===== src/rtl/sram_mem_ctrl.sv =====
// rtl/sram_mem_ctrl.sv - SLC-3 MAR/MDR to asynchronous SRAM access sequencer
module sram_mem_ctrl #(
    parameter int WAIT_CYCLES = 2,
    parameter int ADDR_W      = 16
) (
    input  logic              Clk,
    input  logic              Reset,
    input  logic              Req_Valid,
    output logic              Req_Ready,
    input  logic              Req_Write,
    input  logic [ADDR_W-1:0] Req_Addr,
    input  logic [15:0]       Req_Wdata,
    output logic              Rsp_Valid,
    output logic [15:0]       Rsp_Data,
    output logic              Busy,
    output logic [19:0]       SRAM_ADDR,
    output logic              SRAM_CE_N,
    output logic              SRAM_OE_N,
    output logic              SRAM_WE_N,
    output logic              SRAM_UB_N,
    output logic              SRAM_LB_N,
    output logic [15:0]       SRAM_DQ_Out,
    output logic              SRAM_DQ_OE,
    input  logic [15:0]       SRAM_DQ_In
);

    typedef enum logic [2:0] {
        IDLE     = 3'd0,
        RD_WAIT  = 3'd1,
        WR_SETUP = 3'd2,
        WR_PULSE = 3'd3,
        WR_HOLD  = 3'd4
    } state_t;

    // Strobe-low time is WAIT_CYCLES; the counter runs WAIT_CYCLES-1 down to 0.
    localparam logic [3:0] CNT_LOAD = 4'(WAIT_CYCLES - 1);

    state_t            state_q, state_d;
    logic [3:0]        cnt_q, cnt_d;
    logic [ADDR_W-1:0] addr_q, addr_d;
    logic [15:0]       wdata_q, wdata_d;
    logic              rsp_valid_q, rsp_valid_d;
    logic [15:0]       rsp_data_q, rsp_data_d;

    // State and datapath registers; reset releases the bus immediately.
    always_ff @(posedge Clk or posedge Reset) begin
        if (Reset) begin
            state_q     <= IDLE;
            cnt_q       <= 4'd0;
            addr_q      <= '0;
            wdata_q     <= 16'h0000;
            rsp_valid_q <= 1'b0;
            rsp_data_q  <= 16'h0000;
        end else begin
            state_q     <= state_d;
            cnt_q       <= cnt_d;
            addr_q      <= addr_d;
            wdata_q     <= wdata_d;
            rsp_valid_q <= rsp_valid_d;
            rsp_data_q  <= rsp_data_d;
        end
    end

    // Next-state, wait counter, request capture and completion pulse.
    always_comb begin
        state_d     = state_q;
        cnt_d       = cnt_q;
        addr_d      = addr_q;
        wdata_d     = wdata_q;
        rsp_valid_d = 1'b0;
        rsp_data_d  = rsp_data_q;
        case (state_q)
            IDLE: begin
                if (Req_Valid) begin
                    addr_d  = Req_Addr;
                    wdata_d = Req_Wdata;
                    cnt_d   = CNT_LOAD;
                    state_d = Req_Write ? WR_SETUP : RD_WAIT;
                end
            end
            RD_WAIT: begin
                if (cnt_q != 4'd0) begin
                    cnt_d = cnt_q - 4'd1;
                end else begin
                    rsp_data_d  = SRAM_DQ_In;
                    rsp_valid_d = 1'b1;
                    state_d     = IDLE;
                end
            end
            WR_SETUP: state_d = WR_PULSE;
            WR_PULSE: begin
                if (cnt_q != 4'd0) cnt_d = cnt_q - 4'd1;
                else               state_d = WR_HOLD;
            end
            WR_HOLD: begin
                rsp_valid_d = 1'b1;
                state_d     = IDLE;
            end
            default: state_d = IDLE;
        endcase
    end

    // Moore decode of the SRAM strobes and pad enable from the registered state.
    always_comb begin
        SRAM_CE_N  = 1'b1;
        SRAM_OE_N  = 1'b1;
        SRAM_WE_N  = 1'b1;
        SRAM_UB_N  = 1'b1;
        SRAM_LB_N  = 1'b1;
        SRAM_DQ_OE = 1'b0;
        case (state_q)
            RD_WAIT: begin
                SRAM_CE_N = 1'b0;
                SRAM_OE_N = 1'b0;
                SRAM_UB_N = 1'b0;
                SRAM_LB_N = 1'b0;
            end
            WR_SETUP, WR_HOLD: begin
                SRAM_CE_N  = 1'b0;
                SRAM_UB_N  = 1'b0;
                SRAM_LB_N  = 1'b0;
                SRAM_DQ_OE = 1'b1;
            end
            WR_PULSE: begin
                SRAM_CE_N  = 1'b0;
                SRAM_WE_N  = 1'b0;
                SRAM_UB_N  = 1'b0;
                SRAM_LB_N  = 1'b0;
                SRAM_DQ_OE = 1'b1;
            end
            default: ;
        endcase
    end

    assign Req_Ready   = (state_q == IDLE);
    assign Busy        = (state_q != IDLE);
    assign Rsp_Valid   = rsp_valid_q;
    assign Rsp_Data    = rsp_data_q;
    assign SRAM_ADDR   = {{(20-ADDR_W){1'b0}}, addr_q};
    assign SRAM_DQ_Out = wdata_q;

endmodule


===== config.mk =====
export PLATFORM = sky130hd
export DESIGN_NAME = sram_mem_ctrl
export DESIGN_NICKNAME = d
export VERILOG_FILES = /design/src/rtl/sram_mem_ctrl.sv
export SDC_FILE = /design/constraint.sdc
export NUM_CORES = 1
export LEC_CHECK = 0
export ABC_AREA = 1
export BUFFER_PORTS_ARGS = -buffer_cell sky130_fd_sc_hd__buf_2
export CORE_ASPECT_RATIO = 1.2
export CORE_MARGIN = 5
export CORE_UTILIZATION = 26
export DETAILED_ROUTE_END_ITERATION = 10
export SETUP_SLACK_MARGIN = 0.2
export SYNTH_ARGS = -nofsm -noshare
export SYNTH_HDL_FRONTEND = slang
export SYNTH_SLANG_ARGS = --single-unit

===== constraint.sdc =====
create_clock -name Clk -period 2.1 [get_ports Clk]
set_clock_uncertainty 0.2 [all_clocks]
set_input_delay 0.42 -clock Clk [delete_from_list [all_inputs] [get_ports Clk]]
set_output_delay 0.42 -clock Clk [all_outputs]
set_load 0.02 [all_outputs]

==> results.sh <==
export IMPL_ys_types=21
export IMPL_drt_first_iter_violations=63
export IMPL_ir_drop_uv=905
export IMPL_drive_gt1_frac=0.374
export IMPL_start_kind="flop"
export IMPL_stdcell_count=510
export IMPL_status="complete, no violations"
export IMPL_routedWlPerCell_um=11.3
export IMPL_path_delay_family="flip-flops"
export IMPL_cts_sinks=56
export IMPL_dp_cells=495
export IMPL_r2r_start="state_q[1]"
export IMPL_hold_path_class="in2reg"
export IMPL_hpwl_um=4330
export IMPL_fin_setup_tns_ps=0
export IMPL_finalMaxSlewViolations=0
export IMPL_synth_seq_cells=56
export IMPL_hold_viol=0
export IMPL_die_h_um=115
export IMPL_setup_viol_count_final=0
export IMPL_fin_crit_sh=0.903
export IMPL_leakage_nw=1.88
export IMPL_gp_congestion=0.776
export IMPL_cap_violations=0
export IMPL_via_count=2073
export IMPL_vias_per_cell=4.06
export IMPL_ios=113
export IMPL_worstPathCellList="inv_2 > nand2_4 > inv_4 > nor2_4 > buf_6"
export IMPL_end_kind="output pin"
export IMPL_hp_start="Req_Addr[1]"
export IMPL_row_count=38
export IMPL_yosys_warnings=0
export IMPL_place_area_um2=3030
export IMPL_initial_core_util=0.265
export IMPL_cts_tree="done"
export IMPL_cp_max_fo=4
export IMPL_grt_pass1_wl_um=9850
export IMPL_drc=0
export IMPL_core_area_um2=9030
export IMPL_fin_nets=443
export IMPL_slowest_stage="dfrtp_1"
export IMPL_syn_avg_cell_area_um2=8.75
export IMPL_synth_top_cell_area_share=0.585
export IMPL_synth_area_um2=2400
export IMPL_fmax_mhz=527
export IMPL_synth_area_leaders="dfrtp_1 58%, nand2_1 23%, nand3_1 4.2%"
export IMPL_track_usage=0.105
export IMPL_cp_arrival_ps=1280
export IMPL_areaGrowthSynthToFinish_pct=36.6
export IMPL_path_class="reg2out"
export IMPL_first_pass_iters=4
export IMPL_cts_max_path_buffers=2
export IMPL_pwr_density_cell_nw_per_um2=1700
export IMPL_stdcell_area_um2=3280
export IMPL_rsz0062_at_grt="yes"
export IMPL_ctsRootBufferMaster="clkbuf_8"
export IMPL_yosys_area_top_type="dfrtp_1"
export IMPL_htreeDepth=2
export IMPL_grt_overflow=0
export IMPL_postRouteAntennaNets=0
export IMPL_clkLatencyLatePin_ps=300
export IMPL_antenna_found_initial=0
export IMPL_synth_cells=274
export IMPL_fill_cells=961
export IMPL_io_buffers=108
export IMPL_crit_buf_inv=3
export IMPL_grt_max_degree=57
export IMPL_cp_startpoint="state_q[2]"
export IMPL_routed_wl_um=5740
export IMPL_critPathMaxStageDelay_ps=430
export IMPL_yosysSeqAreaShare=0.585
export IMPL_required_ps=1480
export IMPL_die_area_um2=11200
export IMPL_antenna_cells=0
export IMPL_power_mw=5.56
export IMPL_die_w_um=97.7
export IMPL_grt_pass1_vias=2126
export IMPL_period_needed_ps=1900
export IMPL_cts_buffers=5
export IMPL_clkTransAtPathRegs_ps=100
## metal layers
layer  share of wire  global-route usage  vias to the layer above  wire [um]
li1                -                   -                     1058          -
met1            0.43               0.126                      931       2450
met2            0.47               0.181                       78       2720
met3           0.090              0.0382                        6        519
met4          0.0092              0.0268                        0         53
met5               0                   0                        -          0
## worst reg2reg max path, delay by kind of cell, from the launching register on
family,cells,cell delay (ps)
AND/OR/NAND/NOR,4,500
flip-flops,1,460
buffers and inverters,2,440
## final cells by class
cell class                      instances  area (um^2)  area share
Multi-Input combinational cell        191          845       0.258
Timing Repair Buffer                  121          683       0.209
Clock inverter                          2         60.1      0.0183
Tap cell                              120          150      0.0458
Clock buffer                            5         68.8      0.0210
Sequential cell                        56         1400       0.429
Inverter                               15         65.1      0.0199
## logic make-up (layout without fill, tap and decap cells)
group           count (synthesis)  in the layout  share of synthesized area
simple gates                  177            177                      0.311
compound gates                  9              9                     0.0214
other cells                     1              4                    0.00156
flops                          56             56                      0.585
buf+inv                        30            143                     0.0767
fa+ha+maj                       1              1                    0.00522
## through the flow
stage / hold WS (ps) / worst slack [ps] / utilization
finish: 107 / 204 / 0.363
global route: 100 / 145 / 0.363
CTS: 98.7 / 192 / 0.362
detailed placement: 257 / 363 / 0.336
global placement: 254 / 386 / 0.336
floorplan: 242 / 233 / -
## synthesized netlist by cell type, drive strengths merged
| cell | instances |
|---|---|
| nand2 | 149 |
| dfrtp | 56 |
| nand3 | 21 |
| buf | 15 |
| inv | 15 |
| nor2 | 7 |
| o21ai | 6 |
| a21oi | 2 |
| conb | 1 |
| ha | 1 |
| o21a | 1 |
## flip-flops by register name, indices dropped and copies added, names as in the netlist
register	flops
SRAM_DQ_Out	16
cnt_q	4
addr_q	16
Rsp_Data	16
Rsp_Valid	1
state_q	3
## repair_timing
item	4_1_cts	5_1_grt
setup endpoints to repair	7	7
buffers inserted	7	0
pin swaps	3	3
gates resized for setup	14	4
hold buffers	1	0
endpoints found under the hold margin	56	0
## final timing paths
check	end	slack, ps	cells past startpoint
min in group asynchronous	SRAM_DQ_Out[11]	520	4
max	SRAM_LB_N	200	5
min reg2reg	Rsp_Data[4]	270	2
max reg2reg	addr_q[9]	430	6
max in group asynchronous	addr_q[11]	910	4
min	addr_q[1]	110	3
## power breakdown
part	switching (mW)	total, mW	leakage, nW	internal (mW)
Sequential	0.274	1.86	0.695	1.59
Combinational	1.88	2.90	1.13	1.03
Clock	0.325	0.794	0.0642	0.469
## cells in the final DEF (no fill, tap or decap)
cell type / n
buf_12: 1
nand2_4: 2
nor2_4: 2
nor2_1: 4
clkinvlp_4: 1
o21a_1: 1
buf_6: 4
nand2_2: 2
nand3_4: 1
o21ai_0: 4
o21ai_2: 1
nor2_8: 1
dfrtp_2: 2
buf_2: 102
conb_1: 4
inv_4: 2
dfrtp_1: 54
a21oi_1: 2
inv_2: 4
buf_4: 13
dlygate4sd3_1: 1
nand3_1: 20
bufinv_16: 2
ha_1: 1
clkbuf_8: 5
nand2_1: 145
inv_1: 8
o21ai_4: 1
Power figures use the tool's default switching activity.
